**src/rtl/oam_dmc_dma_arbiter_pkg.sv**
```systemverilog
// Shared CPU-bus DMA definitions: arbiter state encoding and the register addresses
// that the cpu_memory decode also uses.
package oam_dmc_dma_arbiter_pkg;

  localparam logic [15:0] DMA_TRIG_ADDR = 16'h4014;
  localparam logic [15:0] OAM_DATA_ADDR = 16'h2004;
  localparam int          PAGE_BYTES    = 256;
  localparam int          CNT_W         = $clog2(PAGE_BYTES);

  typedef enum logic [2:0] {
    ST_IDLE     = 3'd0,
    ST_HALT     = 3'd1,
    ST_ALIGN    = 3'd2,
    ST_GET      = 3'd3,
    ST_PUT      = 3'd4,
    ST_DMC_HALT = 3'd5,
    ST_DMC_READ = 3'd6,
    ST_DMC_DONE = 3'd7
  } dma_state_t;

endpackage

```
**src/rtl/oam_dmc_dma_arbiter_dma_bus_mux.sv**
```systemverilog
// Selects what drives cpu_memory: the CPU in IDLE, otherwise the active DMA engine.
// Any stalled cycle that is not a real transfer becomes a dummy read of cpu_addr.
module oam_dmc_dma_arbiter_dma_bus_mux
  import oam_dmc_dma_arbiter_pkg::*;
(
  input  dma_state_t       state,
  input  logic             dmc_req,
  input  logic [15:0]      cpu_addr,
  input  logic             cpu_r_en,
  input  logic [7:0]       cpu_w_data,
  input  logic [15:0]      dmc_addr,
  input  logic [7:0]       page,
  input  logic [CNT_W-1:0] cnt,
  input  logic [7:0]       mem_r_data,
  output logic [15:0]      mem_addr,
  output logic             mem_r_en,
  output logic [7:0]       mem_w_data
);

  always_comb begin
    mem_addr   = cpu_addr;
    mem_r_en   = 1'b1;
    mem_w_data = 8'h00;
    case (state)
      ST_IDLE: begin
        mem_r_en   = cpu_r_en;
        mem_w_data = cpu_w_data;
      end
      // A pending DMC fetch steals this GET slot, which then degrades to a dummy read.
      ST_GET:      if (!dmc_req) mem_addr = {page, cnt};
      ST_PUT: begin
        mem_addr   = OAM_DATA_ADDR;
        mem_r_en   = 1'b0;
        mem_w_data = mem_r_data;
      end
      ST_DMC_READ: mem_addr = dmc_addr;
      default: ;
    endcase
  end

endmodule

```
**src/rtl/oam_dmc_dma_arbiter.sv**
```systemverilog
// OAM/DMC DMA arbiter on the CPU memory bus; stalls the CPU while either engine runs.
// Build option OAM_DMA_ALIGN_EN adds the odd-cycle ALIGN state (514-cycle transfers).
module oam_dmc_dma_arbiter
  import oam_dmc_dma_arbiter_pkg::*;
(
  input  logic        clock,
  input  logic        reset_n,
  input  logic        clock_en,
  input  logic [15:0] cpu_addr,
  input  logic        cpu_r_en,
  input  logic [7:0]  cpu_w_data,
  output logic        cpu_stall,
  output logic [15:0] mem_addr,
  output logic        mem_r_en,
  output logic [7:0]  mem_w_data,
  input  logic [7:0]  mem_r_data,
  input  logic        dmc_req,
  input  logic [15:0] dmc_addr,
  output logic        dmc_ack,
  output logic [7:0]  dmc_data,
  output dma_state_t  state_dbg
);

  // DMC handshake: dmc_req is a level held by the APU; the fetch completes in the
  // single cycle dmc_ack is high, dmc_data is valid only then, and the APU drops
  // dmc_req before the next enabled edge.

  dma_state_t       state, next_state, ret_state, next_ret;
  logic [7:0]       page;
  logic [CNT_W-1:0] cnt;
  logic             oam_trig;
  logic             halt_to_align;

  assign oam_trig = (cpu_addr == DMA_TRIG_ADDR) && !cpu_r_en;

`ifdef OAM_DMA_ALIGN_EN
  logic parity;

  always_ff @(posedge clock or negedge reset_n) begin
    if (!reset_n)      parity <= 1'b0;
    else if (clock_en) parity <= ~parity;
  end

  assign halt_to_align = parity;
`else
  assign halt_to_align = 1'b0;
`endif

  always_ff @(posedge clock or negedge reset_n) begin
    if (!reset_n) begin
      state     <= ST_IDLE;
      ret_state <= ST_GET;
    end else if (clock_en) begin
      state     <= next_state;
      ret_state <= next_ret;
    end
  end

  always_ff @(posedge clock or negedge reset_n) begin
    if (!reset_n) begin
      page <= 8'h00;
      cnt  <= '0;
    end else if (clock_en) begin
      if (state == ST_IDLE && oam_trig) page <= cpu_w_data;
      if (state == ST_PUT)              cnt  <= cnt + 1'b1;
    end
  end

  always_comb begin
    next_state = state;
    next_ret   = ret_state;
    case (state)
      ST_IDLE: begin
        if (oam_trig)     next_state = ST_HALT;
        else if (dmc_req) next_state = ST_DMC_HALT;
      end
      ST_HALT:  next_state = halt_to_align ? ST_ALIGN : ST_GET;
      ST_ALIGN: next_state = ST_GET;
      ST_GET: begin
        if (dmc_req) begin
          next_ret   = ST_GET;
          next_state = ST_DMC_READ;
        end else begin
          next_state = ST_PUT;
        end
      end
      ST_PUT:      next_state = (cnt == CNT_W'(PAGE_BYTES - 1)) ? ST_IDLE : ST_GET;
      ST_DMC_HALT: begin
        next_ret   = ST_IDLE;
        next_state = ST_DMC_READ;
      end
      ST_DMC_READ: next_state = ST_DMC_DONE;
      ST_DMC_DONE: next_state = ret_state;
      default:     next_state = ST_IDLE;
    endcase
  end

  always_comb begin
    cpu_stall = (state != ST_IDLE);
    dmc_ack   = (state == ST_DMC_DONE);
    dmc_data  = (state == ST_DMC_DONE) ? mem_r_data : 8'h00;
    state_dbg = state;
  end

  oam_dmc_dma_arbiter_dma_bus_mux u_bus_mux (
    .state      (state),
    .dmc_req    (dmc_req),
    .cpu_addr   (cpu_addr),
    .cpu_r_en   (cpu_r_en),
    .cpu_w_data (cpu_w_data),
    .dmc_addr   (dmc_addr),
    .page       (page),
    .cnt        (cnt),
    .mem_r_data (mem_r_data),
    .mem_addr   (mem_addr),
    .mem_r_en   (mem_r_en),
    .mem_w_data (mem_w_data)
  );

endmodule
```
**config.mk**
```make
export PLATFORM = sky130hd
export DESIGN_NAME = oam_dmc_dma_arbiter
export DESIGN_NICKNAME = d
export VERILOG_FILES = /design/src/rtl/oam_dmc_dma_arbiter_pkg.sv /design/src/rtl/oam_dmc_dma_arbiter_dma_bus_mux.sv /design/src/rtl/oam_dmc_dma_arbiter.sv
export SDC_FILE = /design/constraint.sdc
export NUM_CORES = 1
export LEC_CHECK = 0
export BUFFER_PORTS_ARGS = -buffer_cell sky130_fd_sc_hd__buf_2
export CORE_UTILIZATION = 39
export CTS_CLUSTER_SIZE = 16
export DETAILED_ROUTE_END_ITERATION = 10
export GPL_ROUTABILITY_DRIVEN = 0
export GPL_TIMING_DRIVEN = 0
export PLACE_DENSITY = 0.74
export REMOVE_ABC_BUFFERS = 1
export SYNTH_ARGS = -nofsm -noshare
export SYNTH_HDL_FRONTEND = slang
export SYNTH_SLANG_ARGS = --single-unit
```
**constraint.sdc**
```tcl
create_clock -name clock -period 2 [get_ports clock]
set_clock_uncertainty 0.05 [all_clocks]
set_input_delay 0.1 -clock clock [delete_from_list [all_inputs] [get_ports clock]]
set_output_delay 0.1 -clock clock [all_outputs]
set_load 0.005 [all_outputs]
```
After elaboration in Yosys (flattened, before gate mapping)
Cells that the tools add are included.
{"block": "totals", "register_bits": 22, "input_bits": 53, "out_inout_bits": 38, "word_cells": 39}
{"block": "op_classes", "add_sub_neg": 1, "n_eq_ne": 11, "n_mux": 12, "n_reduce_logical": 11}
{"op": "16-bit one-hot mux with 3 select lines", "count": 1}
{"op": "3-bit one-hot mux with 7 select lines", "count": 1}
{"op": "16-bit by 15-bit equality test with 1-bit output, second input constant", "count": 1}
{"op": "16-bit 2-to-1 mux", "count": 1}
{"op": "8-bit one-hot mux with 2 select lines", "count": 1}
{"op": "3-bit equality test, second input constant", "count": 4}
{"op": "3-bit 2-to-1 mux", "count": 3}
{"op": "8-bit by 1-bit adder with 8-bit output, second input constant", "count": 1}
{"op": "8-bit equality test, second input constant", "count": 1}
{"op": "8-bit 2-to-1 mux", "count": 1}
{"op": "3-bit by 2-bit equality test with 1-bit output, second input constant", "count": 2}
{"op": "3-bit one-hot mux with 2 select lines", "count": 1}
{"op": "2-bit AND reduction", "count": 3}
{"op": "2-bit 2-to-1 mux", "count": 2}
{"op": "3-bit by 1-bit equality test with 1-bit output, second input constant", "count": 1}
{"op": "3-bit zero test", "count": 1}
{"op": "3-bit != test, second input constant", "count": 1}
{"op": "3-bit AND reduction", "count": 1}
{"op": "3-bit nonzero test", "count": 1}
{"op": "1-bit logical AND", "count": 2}
{"op": "2-bit != test, second input constant", "count": 1}
{"op": "1-bit one-hot mux with 2 select lines", "count": 1}
{"op": "2-bit nonzero test", "count": 1}
{"op": "2-bit OR reduction", "count": 1}
{"op": "1-bit zero test", "count": 1}

Logic depth before layout (Yosys ltp)
{"block": "logic_depth", "ltp_word": 4, "ltp_mapped": 7}

Cells and area by module
From an unflattened synthesis, not the netlist that was laid out.
{"block": "unflattened", "hier_cells": 181, "area_unflattened_um2": 1684.1}
{"mod": "oam_dmc_dma_arbiter", "n_inst": 1, "cells_each": 100, "area_each_um2": 1052.3, "seq_area_each_um2": 501.7}
{"mod": "oam_dmc_dma_arbiter_dma_bus_mux", "n_inst": 1, "cells_each": 81, "area_each_um2": 631.9, "seq_area_each_um2": 0.0}

Worst setup path before layout
No wires, ideal clock.
{"block": "synth_path", "path_type": "register to register", "from": "register state[1] (netlist: state_dbg[1])", "to": "register page[0]", "setup_time_ns": 0.125, "t_arrival_ns": 2.058, "slack_ns": -0.233, "stages_incl_launch_ff": 7, "path_cell_list": "dfrtp_1 buf_6 or3_1 buf_2 or2_4 nor4_4 mux2_2"}
{"block": "synth_via", "elab_chain_len": 3}
{"element": "from (decl)", "line": "oam_dmc_dma_arbiter.sv:28", "rtl": "dma_state_t state, next_state, ret_state, next_ret;"}
{"element": "from (signal assigned)", "line": "oam_dmc_dma_arbiter.sv:54", "rtl": "state <= next_state;"}
{"element": "3-bit zero test", "line": "oam_dmc_dma_arbiter.sv:64", "rtl": "if (state == ST_IDLE && oam_trig) page <= cpu_w_data;"}
{"element": "1-bit logical AND", "line": "oam_dmc_dma_arbiter.sv:64"}
{"element": "2-bit AND reduction (no source line)"}
{"element": "to (signal assigned)", "line": "oam_dmc_dma_arbiter.sv:64"}
{"element": "to (decl)", "line": "oam_dmc_dma_arbiter.sv:29", "rtl": "logic [7:0] page;"}
Every way passes these cells.
A chain may end at the register's enable or synchronous reset.

Worst setup path in the final report
{"block": "layout_path", "from": "register state[2] (netlist: state_dbg[2])", "to": "output port mem_addr[10]"}
{"block": "layout_via", "elab_chain_len": 2, "elab_cells_between_ends": 4, "classes_between": "eq/ne (3); mux (1)"}
{"element": "3-bit equality test / 3-bit by 2-bit equality test with 1-bit output (equally long branches)", "line": "oam_dmc_dma_arbiter_dma_bus_mux.sv:24", "rtl": "case (state)"}
{"element": "16-bit one-hot mux with 3 select lines (*)", "line": "oam_dmc_dma_arbiter_dma_bus_mux.sv:24"}
{"element": "to (decl)", "line": "oam_dmc_dma_arbiter.sv:13", "rtl": "output logic [15:0] mem_addr,"}
Every way passes the cells marked *; elsewhere a longest branch is shown, timed or not.

==> impl_metrics.toml <==
[yosys]
synth_mux_area_frac = 0.124
yosys.area_share.xor_xnor = 0.0418
avgSynthCellArea_um2 = 8.89
synth_cell_type_count = 39
synthAdderAreaFrac = 0.00853
synth_area_leader_cell = "dfrtp_1"
synth-edff-count = 0
syn-cell-area_um2 = 1470
synth-simple-area-share = 0.228
yosysWarnings = 0
ys_top_cells_by_area = "dfrtp_1 (32%), a222oi_1 (9.5%), mux2_2 (6.9%)"
ys_seq_area_frac = 0.342
synth_top_family_by_area = "simple AND/OR/NAND/NOR gates"
synth_compound_area_frac = 0.173
synth_top_area_share = 0.324
synth-seq-cells = 20
synthFlopType = "dfrtp_1"
postSynthCellCount = 165
synth-async-reset-ratio = 1.00

[sta]
fin_crit_sh = 1.02
fin_ws_ns = -0.0476
slew_violations = 0
fmax_mhz = 488
final-hold-violation-count = 0
hold_slack_ns = 0.0324
setup_viol = 3
maxSlewHeadroom = 0.693
tightest_slew_ns = 0.460
rsz0062_at_grt = "yes"
fin_crit_ns = 2.05
tns_ns = -0.0833

[place]
hpwl_um = 3260
dp.cells = 289
placed_cell_area_um2 = 1940
place_ws_ns = -0.912
port-buffer-count = 90

[layout]
final_cells = 309
area_growth_pct = 50.6
diodes = 0
n_fill_cell = 307
final_nets = 318
final_cell_area_um2 = 2210
drive_gt1_frac = 0.502

[min_path]
whs_endpoint = "page[7]"
hp-start = "cpu_w_data[7]"
min_path_cells = 2
hold_class = "in2reg"

[detailed_routing]
drc = 0
ant_nets = 0
wire_per_inst_um = 15.2
vias = 1701
drt-initial-drc-count = 180
via_per_inst = 5.50
wl_um = 4710
dr.pass1.iters = 5

[power]
power_density_nw_per_um2 = 1110
seqPwrFrac = 0.244
p_int_mw = 1.44
switching_power_mw = 1.01
clkPwrFrac = 0.128
switching_share = 0.413
vdd_drop_max_mv = 0.531
leakage_nw = 1.21
p_comb_frac = 0.628

[critical_path]
startpoint_type = "flop"
rr_worst_depth = 5
reg2reg_slack_ns = 0.01
r2r-start = "state_dbg[1]"
critPathKind = "reg2out"
r2r_end = "page[5]"
endpoint_kind = "output port"
cp.required_ns = 1.85
arrival_ns = 1.90
path_max_fanout = 8

[grt]
grt.overflow.total = 0
grt_pass1_wl_um = 7130
grt_usage = 0.224
grt_pass1_vias = 1496
grt_max_degree = 21
antenna_found_initial = 0

[cts]
cts.sinks = 20
cts_root_buffer = "clkbuf_8"
cts-buffers-inserted = 3
clk_path_buf_depth = 2
clk_latency_ns = 0.26
path_clk_slew_ns = 0.08
cts_tree = "done"
cts.htree.levels = 1

[floorplan]
io_pins = 91
core_area_um2 = 3470
rows = 21
die_x_um = 63.3
floorplan.initialDensity = 0.423
die_h_um = 63.3
die_area_um2 = 4010

[run]
cap_violations = 0

[outcome]
status = "complete, but fails checks"
violations = "negative setup slack"
## critical path: stages, from the launching register on
cell	delay [ns]
dfrtp_4	0.51
nor4bb_4	0.32
buf_4	0.18
nor2_4	0.06
a222oi_1	0.36
inv_1	0.06
buf_2	0.13
## synth_stat cells, types with 2 or more instances
| master | n |
|---|---|
| dfrtp_1 | 19 |
| inv_1 | 18 |
| nor2_1 | 15 |
| a222oi_1 | 14 |
| nand2_1 | 11 |
| clkbuf_1 | 9 |
| mux2_2 | 9 |
| and2_1 | 8 |
| mux2i_1 | 8 |
| o21ai_0 | 5 |
| nand3_1 | 4 |
| nand4_1 | 4 |
| xnor2_1 | 4 |
| xor2_1 | 3 |
| a21o_1 | 2 |
| a221oi_1 | 2 |
| and3_1 | 2 |
| nor2b_1 | 2 |
| nor3_1 | 2 |
| nor4_1 | 2 |
| nor4bb_1 | 2 |
| or2_2 | 2 |
| or3_1 | 2 |
## cells by family (layout without fill, tap and decap cells)
kind of cell    Yosys count  count (layout)
xor+xnor                  7               7
compound gates           30              30
flops                    20              20
mux                      17              17
simple gates             60              61
buf+inv                  30             127
fa+ha+maj                 1               1
## how the worst max path moves through the flow
stage | slack (ns) | from | cells past startpoint | endpoint
floorplan | -1.11 | state_dbg[2] | 4 | mem_addr[11]
global placement | -2.59 | state_dbg[2] | 5 | mem_addr[10]
detailed placement | -0.91 | state_dbg[2] | 5 | mem_addr[10]
CTS | -0.005 | state_dbg[2] | 5 | mem_addr[10]
global route | -0.16 | state_dbg[2] | 6 | mem_addr[10]
finish | -0.05 | state_dbg[2] | 6 | mem_addr[10]
## placed cells by master (no fill, tap or decap), drive strengths merged, types with 2 or more instances in the layout
cell	n
xor2	3
clkbuf	4
mux2	9
nor4bb	2
nor2	16
dfrtp	19
nand4	4
nand2	11
buf	104
inv	18
a21o	2
xnor2	4
nor4	3
o21ai	5
or2	3
and3	2
or3	2
and2	8
nor3	2
a222oi	14
mux2i	8
a221oi	2
nor2b	2
nand3	4
## what timing repair did
action	CTS	global route
endpoints found under the setup margin	25	22
gates cloned	0	1
resized for setup	9	10
hold buffers	1	0
pin swaps	4	2
hold endpoints to repair	19	0
setup buffers	7	7
## per-layer routing
metal | vias to the layer above | track usage | part of all wire | routed length (um)
met5 | - | 0 | 0 | 0
met2 | 78 | 0.392 | 0.50 | 2360
met3 | 4 | 0.0326 | 0.067 | 315
li1 | 803 | - | - | -
met1 | 816 | 0.289 | 0.42 | 1990
met4 | 0 | 0.0455 | 0.011 | 50
## final cells by class
type                            count  area, um^2  share of cell area
Sequential cell                    20         508               0.230
Inverter                           18        67.6              0.0306
Timing Repair Buffer              105         594               0.269
Multi-Input combinational cell    116         927               0.420
Tap cell                           46        57.6              0.0260
Clock buffer                        4        55.1              0.0249
## power by group through the flow
stage / clock network, mW / logic [mW] / registers (mW)
floorplan: 0 / 0.660 / 0.619
global placement: 0 / 1.09 / 0.659
detailed placement: 0 / 1.13 / 0.668
CTS: 0.317 / 1.38 / 0.606
global route: 0.332 / 1.67 / 0.611
finish: 0.312 / 1.54 / 0.599
## flip-flops by register name, indices dropped and copies added (netlist names)
register,cells
page,8
state_dbg,3
ret_state,1
cnt,8
## per-stage QoR
step	total power [mW]	util
after floorplan	1.28	-
after global placement	1.75	0.554
after detailed placement	1.80	0.560
after CTS	2.30	0.609
after global routing	2.61	0.637
final	2.45	0.637
Note: power is estimated with default switching activity, not from simulation.
